**src/rtl/weyl_pkg.sv**
```systemverilog
// Shared types and the Weyl phase-to-bit-index mapping used by encoder, decoder and bench.
package weyl_pkg;

  typedef enum logic [1:0] {
    IDLE,
    SCAN,
    DONE
  } weyl_dec_state_t;

  // Bit index visited at phase i of a Weyl walk over an n-bit word.
  function automatic int unsigned weyl_idx(input int unsigned base, input int unsigned stride,
                                           input int unsigned i, input int unsigned n);
    return (base + stride * i) % n;
  endfunction

endpackage

```
**src/rtl/weyl_decode.sv**
```systemverilog
// Recovers the quota of a Weyl-permuted thermometer word by walking it one phase per cycle,
// and flags words whose ones are not confined to a leading run of phases.
module weyl_decode
  import weyl_pkg::*;
#(
  parameter int BITSTREAM = 64,
  parameter int BASE      = 61,
  parameter int STRIDE    = 17
) (
  input  logic                         clk,
  input  logic                         rst_n,
  input  logic                         in_valid,
  output logic                         in_ready,
  input  logic [BITSTREAM-1:0]         weyl_in,
  output logic                         out_valid,
  input  logic                         out_ready,
  output logic [$clog2(BITSTREAM):0]   quota_num,
  output logic                         mono_err
);

  localparam int QW = $clog2(BITSTREAM) + 1;
  localparam int IW = $clog2(BITSTREAM);
  localparam logic [IW-1:0] IDX0      = IW'(weyl_idx(BASE, STRIDE, 0, BITSTREAM));
  localparam logic [IW-1:0] IDX_STEP  = IW'(STRIDE % BITSTREAM);
  localparam logic [IW-1:0] LAST_PHASE = IW'(BITSTREAM - 1);

  if ((STRIDE % 2) == 0) begin : g_bad_stride
    $error("weyl_decode: STRIDE must be odd so the walk visits every bit");
  end
  if ((BITSTREAM < 2) || ((BITSTREAM & (BITSTREAM - 1)) != 0)) begin : g_bad_len
    $error("weyl_decode: BITSTREAM must be a power of two >= 2");
  end

  weyl_dec_state_t      state_q, state_d;
  logic [BITSTREAM-1:0] word_q, word_d;
  logic [IW-1:0]        idx_q, idx_d;
  logic [IW-1:0]        i_q, i_d;
  logic [QW-1:0]        count_q, count_d;
  logic                 err_q, err_d;
  logic                 seen0_q, seen0_d;
  logic                 bit_sel;
  logic                 load;

  always_comb begin
    // NOTE: every always_comb output gets a default first, so no path leaves one unassigned and infers a latch.
    state_d  = state_q;
    word_d   = word_q;
    idx_d    = idx_q;
    i_d      = i_q;
    count_d  = count_q;
    err_d    = err_q;
    seen0_d  = seen0_q;
    bit_sel  = word_q[idx_q];
    out_valid = (state_q == DONE);
    in_ready  = (state_q == IDLE) || ((state_q == DONE) && out_ready);
    load      = in_valid && in_ready;

    unique case (state_q)
      IDLE: ;
      SCAN: begin
        count_d = count_q + QW'(bit_sel);
        if (bit_sel && seen0_q) err_d = 1'b1;
        if (!bit_sel)           seen0_d = 1'b1;
        i_d   = i_q + 1'b1;
        // Power-of-two length: the natural IW-bit wrap is the modulo.
        idx_d = idx_q + IDX_STEP;
        if (i_q == LAST_PHASE) state_d = DONE;
      end
      DONE: begin
        if (out_ready) state_d = IDLE;
      end
      default: state_d = IDLE;
    endcase

    // A load in DONE overrides the return to IDLE, giving back-to-back words.
    if (load) begin
      word_d  = weyl_in;
      count_d = '0;
      err_d   = 1'b0;
      seen0_d = 1'b0;
      i_d     = '0;
      idx_d   = IDX0;
      state_d = SCAN;
    end
  end

  // NOTE: sequential state uses non-blocking assignments so every flop samples pre-edge values.
  always_ff @(posedge clk) begin
    if (!rst_n) begin
      state_q <= IDLE;
      idx_q   <= IDX0;
      i_q     <= '0;
      count_q <= '0;
      err_q   <= 1'b0;
      seen0_q <= 1'b0;
    end else begin
      state_q <= state_d;
      idx_q   <= idx_d;
      i_q     <= i_d;
      count_q <= count_d;
      err_q   <= err_d;
      seen0_q <= seen0_d;
    end
  end

  // NOTE: the captured word is pure data, only read in SCAN after a load, so it carries no reset.
  always_ff @(posedge clk) begin
    word_q <= word_d;
  end

  assign quota_num = count_q;
  assign mono_err  = err_q;

endmodule

```
**config.mk**
```make
export PLATFORM = sky130hd
export DESIGN_NAME = weyl_decode
export DESIGN_NICKNAME = d
export VERILOG_FILES = /design/src/rtl/weyl_pkg.sv /design/src/rtl/weyl_decode.sv
export SDC_FILE = /design/constraint.sdc
export NUM_CORES = 1
export LEC_CHECK = 0
export ABC_AREA = 1
export ABC_CLOCK_PERIOD_IN_PS = 2200
export CAP_MARGIN = 10
export CORE_AREA = 2 2 89 100
export DETAILED_ROUTE_END_ITERATION = 12
export DIE_AREA = 0 0 91 102
export PLACE_DENSITY = 0.72
export SLEW_MARGIN = 15
export SYNTH_ARGS = -nofsm -noshare
export SYNTH_HDL_FRONTEND = slang
export SYNTH_SLANG_ARGS = --single-unit
```
**constraint.sdc**
```tcl
create_clock -name clk -period 2.2 [get_ports clk]
set_input_delay 0.44 -clock clk [delete_from_list [all_inputs] [get_ports clk]]
set_output_delay 0.44 -clock clk [all_outputs]
set_load 0.1 [all_outputs]
```
==> results of run 1 <==
## routing by layer
layer	vias up	share of wire (%)	track usage, %
li1	1422	-	-
met1	1331	40	21.6
met2	110	53	32.1
met3	15	5.8	5.16
met4	0	1.6	7.11
met5	-	0	0
## path summary, 6_finish.rpt
path / end / slack [ps] / cells after the start
min: seen0_q / 470 / 2
max: quota_num[4] / -2 / 16
min reg2reg: seen0_q / 470 / 2
max reg2reg: quota_num[4] / -2 / 16
## Yosys cell counts, drive strengths merged
| master | instances | area share, % |
|---|---|---|
| nor2 | 22 | 2.4 |
| and3 | 1 | 0.17 |
| inv | 42 | 4.3 |
| nor3b | 1 | 0.20 |
| o211ai | 3 | 0.61 |
| a31oi | 1 | 0.17 |
| o21ai | 10 | 1.3 |
| nor3 | 5 | 0.67 |
| buf | 13 | 2.8 |
| edfxtp | 64 | 52 |
| nand3 | 37 | 5.3 |
| dfxtp | 23 | 12 |
| nand2 | 114 | 12 |
| clkbuf | 1 | 0.10 |
| nand4 | 2 | 0.34 |
| ha | 4 | 1.3 |
| nor4 | 2 | 0.51 |
| xor2 | 3 | 0.71 |
| a21oi | 19 | 2.7 |
| o21a | 2 | 0.40 |
## power breakdown
group / internal (W) / switching, W
sequential: 0.00186 / 0.0000400
clock: 0.000539 / 0.000591
combinational: 0.000253 / 0.000247
## registers in the layout, summed over array words and instances (netlist names)
name,cells
i_q,6
idx_q,6
mono_err,1
quota_num,7
seen0_q,1
state_q,2
word_q,64
## cell type report
class / count / share of cell area (%)
inverter: 42 / 3.33
clock buffer: 9 / 2.41
timing repair buffer: 101 / 21.1
sequential: 87 / 46.4
multi-input combinational: 226 / 22.6
clock inverter: 7 / 1.53
tap: 111 / 2.70
## kinds of logic after synthesis
family          after synthesis
buf+inv                      56
compound gates               35
fa+ha+maj                     4
xor+xnor                      3
flops                        87
simple gates                184
## metrics by stage
step,area (sq um),utilization [%],hold slack (ps)
floorplan,3730,-,436
global placement,4700,57.1,449
detailed placement,4700,57.1,457
CTS,5000,60.7,471
global route,5150,62.6,496
finish,5150,62.6,474
## worst register-to-register path, delay by kind of cell, from the launching register on
family          cells  cell delay, ps
fa+ha+maj           2             290
simple gates        8             740
flops               1             410
compound gates      3             240
buf+inv             3             430
## layout by cell type, fill, tap and decap left out, drive strengths merged
| master | synthesis | final |
|---|---|---|
| xor2 | 3 | 3 |
| clkinv | 0 | 3 |
| and3 | 1 | 1 |
| buf | 13 | 32 |
| nand3 | 37 | 37 |
| edfxtp | 64 | 64 |
| nor3b | 1 | 1 |
| o21a | 2 | 2 |
| nor2 | 22 | 22 |
| clkdlybuf4s50 | 0 | 67 |
| clkinvlp | 0 | 1 |
| a31oi | 1 | 1 |
| inv | 42 | 44 |
| ha | 4 | 4 |
| o21ai | 10 | 10 |
| nand4 | 2 | 2 |
| a21oi | 19 | 19 |
| bufinv | 0 | 1 |
| dfxtp | 23 | 23 |
| nor4 | 2 | 2 |
| clkbuf | 1 | 11 |
| o211ai | 3 | 3 |
| nor3 | 5 | 5 |
| nand2 | 114 | 114 |
## what timing repair did
item,in CTS,in global routing
gates cloned,1,2
pin swaps,5,11
resized for setup,19,19
setup endpoints to repair,3,4
setup buffers,2,3
==> impl_metrics.toml, run 1 <==
[run_status]
status = "finished, violations left"
failed_checks = "negative setup slack"

[timing]
fin_crit_sh_pct = 100
max_freq_mhz = 454
relSlewSlack_pct = 69.8
fin_crit_ps = 2200
hold_violations = 0
rsz0062_at_grt = "true"
fin_skew_ps = 10.6
slew_violations = 0
setup_viol = 2
tns_ps = -3.19
worst_slack_ps = -2.50
worstMarginPinSlew_ps = 449

[placement]
pre_cts_ws_ps = -200
dp_cells = 559
io_buffers = 77
dp_hpwl_mm = 5.89
gp_congestion = 0.968

[worst_hold_path]
holdCritStartpoint = "seen0_q"
hp-class = "reg -> reg"

[drt]
dr_total_vias = 2878
drc = 0
dr.pass1.iters = 4
drt_first_iter_violations = 205
wl_mm = 8.39
ant_nets = 0
avgRoutedWirePerCell_um = 14.4
avgViaCountPerCell = 4.94

[clocking]
cts_buffers = 9
htreeDepth = 3
cts_tree = "done"
clk_pin_slew_worst_paths_ps = 90
clk_latency_ps = 360
cts_root_buf = "clkbuf_8"
ctsLongestPathBuffers = 2
cts_hold_buf = 0
cts_sinks = 87

[yosys]
syn_inst = 369
postSynthAreaPerCell_sq_um = 10.1
syn_nets = 441
synth_compound_area_share_pct = 5.20
synth-simple-area-share_pct = 21.3
yosys.cell_types.count = 31
yosys_register_bits = 87
yosys-mux-area-fraction_pct = 0
synthAdderAreaFrac_pct = 1.35
synth_xor_area_share_pct = 0.709
yosys_warnings = 0
synth_top_family_by_area = "simple AND/OR/NAND/NOR gates"
synth_area_sq_um = 3710
seq_area_frac_synth_pct = 64.2

[grt]
grt_pass1_vias = 2862
grt_pass1_wl_mm = 13.3
grt-ovfl-total = 0
grt_max_degree = 41
antenna_found_initial = 0
grt_usage_pct = 18.3

[layout]
layout.nets = 539
multiInputGateArea_sq_um = 1160
fillers = 686
seqCellArea_sq_um = 2390
final_cells = 583
n_antenna_cell = 0
syn_to_final_growth_pct = 38.9
drive_gt1_share_pct = 17.8

[setup_path]
critPathMaxStageDelay_ps = 410
critPathKind = "reg -> reg"
critPathRequiredTime_ps = 2450
startpoint_type = "flop"
critPathCaptureType = "flop"
reg2reg_from = "idx_q[0]"
crit_buf_inv = 3
crit_path_max_fanout = 10
crit_start = "idx_q[0]"
cp_cell_sequence = "buf_6, clkbuf_16, nand2_1, o211ai_1, nand3_1, nand3_1, nand2_1, nand3_2, nand2_2, ha_4, ha_4, nand2_4, nor3_4, buf_4, a21oi_1, o21a_1"
crit_family = "simple AND/OR/NAND/NOR gates"
crit_slowest_cell = "dfxtp_4"
arrival_ps = 2450

[pwr]
irDropWorstVdd_mv = 0.415
total_leakage_power_nw = 2.07
powerDensity_nw_per_um2 = 685
finalPower_w = 0.00353

[die]
start_util_pct = 45.0
core_area_sq_um = 8230
fp-row-count = 35
pin_count = 78
fp.dieW_um = 91
chipHeight_um = 102
fp.dieArea_sq_um = 9280

[job]
max-cap-violations = 0
Power figures use the tool's default switching activity.
==> run 2, diff against run 1 <==
Settings changed: CORE_AREA 2 2 89 100 to 2 2 119 75, DIE_AREA 0 0 91 102 to 0 0 121 77, PLACE_DENSITY 0.72 to 0.73.
==> impl_metrics.toml, run 2 (synthesis results as in run 1) <==
[drt]
avgViaCountPerCell = 4.94
drc = 0
wl_mm = 8.64
dr_total_vias = 2864
ant_nets = 0
drt_first_iter_violations = 307
dr.pass1.iters = 7
avgRoutedWirePerCell_um = 14.9

[die]
fp-row-count = 26
start_util_pct = 45.1
pin_count = 78
core_area_sq_um = 8230
fp.dieArea_sq_um = 9320
chipHeight_um = 77
fp.dieW_um = 121

[setup_path]
critPathMaxStageDelay_ps = 380
reg2reg_from = "idx_q[0]"
crit_slowest_cell = "dfxtp_4"
cp_cell_sequence = "buf_6, clkbuf_16, o211ai_1, nand3_1, nand3_1, nand2_1, nand3_2, nand2_2, ha_4, ha_4, nand2_4, nor3_4, buf_4, a21oi_2, o21a_1"
crit_path_max_fanout = 5
arrival_ps = 2590
critPathKind = "reg -> reg"
critPathCaptureType = "flop"
critPathRequiredTime_ps = 2490
crit_start = "idx_q[0]"
startpoint_type = "flop"

[layout]
drive_gt1_share_pct = 16.2
final_common_cell = "nand2_1"
final_cell_mix = "nand2_1 (108), clkdlybuf4s50_1 (67), edfxtp_1 (64), inv_1 (36), nand3_1 (30)"
seqCellArea_sq_um = 2390
layout.nets = 535
regMostFlops = "word_q"
syn_to_final_growth_pct = 39.0
fin_area_sq_um = 5150
largest_reg_flops = 64
fillers = 670
n_antenna_cell = 0
multiInputGateArea_sq_um = 1160

[pwr]
powerDensity_nw_per_um2 = 750
irDropWorstVdd_mv = 0.533
total_leakage_power_nw = 2.05
finalPower_w = 0.00386

[worst_hold_path]
hp-class = "reg -> reg"
holdCritStartpoint = "mono_err"

[run_status]
status = "finished, violations left"
failed_checks = "negative setup slack"

[timing]
setup_viol = 3
hold_violations = 0
rsz0062_at_grt = "true"
worst_slack_ps = -102
hold_slack_ps = 467
max_freq_mhz = 434
fin_crit_ps = 2300
fin_crit_sh_pct = 105
relSlewSlack_pct = 71.7
slew_violations = 0
tns_ps = -181
worstMarginPinSlew_ps = 423
fin_skew_ps = 8.56

[clocking]
htreeDepth = 3
clk_latency_ps = 340
cts_hold_buf = 0
cts_tree = "done"
clk_pin_slew_worst_paths_ps = 60
cts_sinks = 87
cts_buffers = 9
ctsLongestPathBuffers = 2
cts_root_buf = "clkbuf_16"

[placement]
dp_hpwl_mm = 5.90
placed_area_sq_um = 4670
gp_congestion = 0.926
io_buffers = 77

[grt]
grt_usage_pct = 18.9
grt_max_degree = 66
antenna_found_initial = 0
grt_pass1_wl_mm = 13.2
grt_pass1_vias = 2690
grt-ovfl-total = 0

[job]
max-cap-violations = 0
[run 2: cell types whose count changed in the layout (fill, tap and decap cells not counted), sizes merged]
cell      before  now
inv           44   41
buf           32   29
clkinvlp       1    3
[run 2: critical path: cells and delay by family, from the launching register on]
kind,cells,cell delay (ps)
and+or+nand+nor,7,570
buffers and inverters,3,410
AOI/OAI and AO/OA,3,550
DFF,1,380
adders and majority gates,2,330
[run 2: routing by layer]
layer	up-vias	wire [um]	GRT usage (%)
met4	0	79	7.33
li1	1410	-	-
met1	1337	4310	28.0
met5	-	0	0
met3	9	580	5.65
met2	108	3670	25.7
[run 2: area by class of cell]
cell class	count	area share, %
Clock buffer	10	4.44
Clock inverter	6	1.19
Inverter	42	3.23
Multi-Input combinational cell	226	22.6
Sequential cell	87	46.3
Tap cell	112	2.72
Timing Repair Buffer	97	19.5
[run 2: report_power, final]
part           switching [W]  total (W)  internal (W)  leakage (nW)
combinational       0.000251   0.000491      0.000240          1.12
clock               0.000602    0.00147      0.000873         0.134
sequential         0.0000356    0.00190       0.00186         0.800
total               0.000889    0.00386       0.00298          2.05
[run 2: path summary, 6_finish.rpt]
kind | to | slack, ps | cells after the start
min reg2reg | mono_err | 470 | 2
max reg2reg | quota_num[4] | -100 | 15
min | mono_err | 470 | 2
max | quota_num[4] | -100 | 15
[run 2: through the flow]
step | utilization [%] | instances | setup slack, ps
final | 62.6 | 580 | -102
after global routing | 62.6 | 580 | -213
after CTS | 60.4 | 573 | 11.3
after detailed placement | 56.7 | 557 | -132
after global placement | 56.7 | 557 | -16.9
after floorplan | - | 369 | -2.97
[run 2: what timing repair did]
action                     CTS  global route
setup endpoints to repair    2             2
hold endpoints to repair     0             0
pin swaps                    0            15
buffers inserted             0             5
resized for setup            7            27
cloned                       0             2
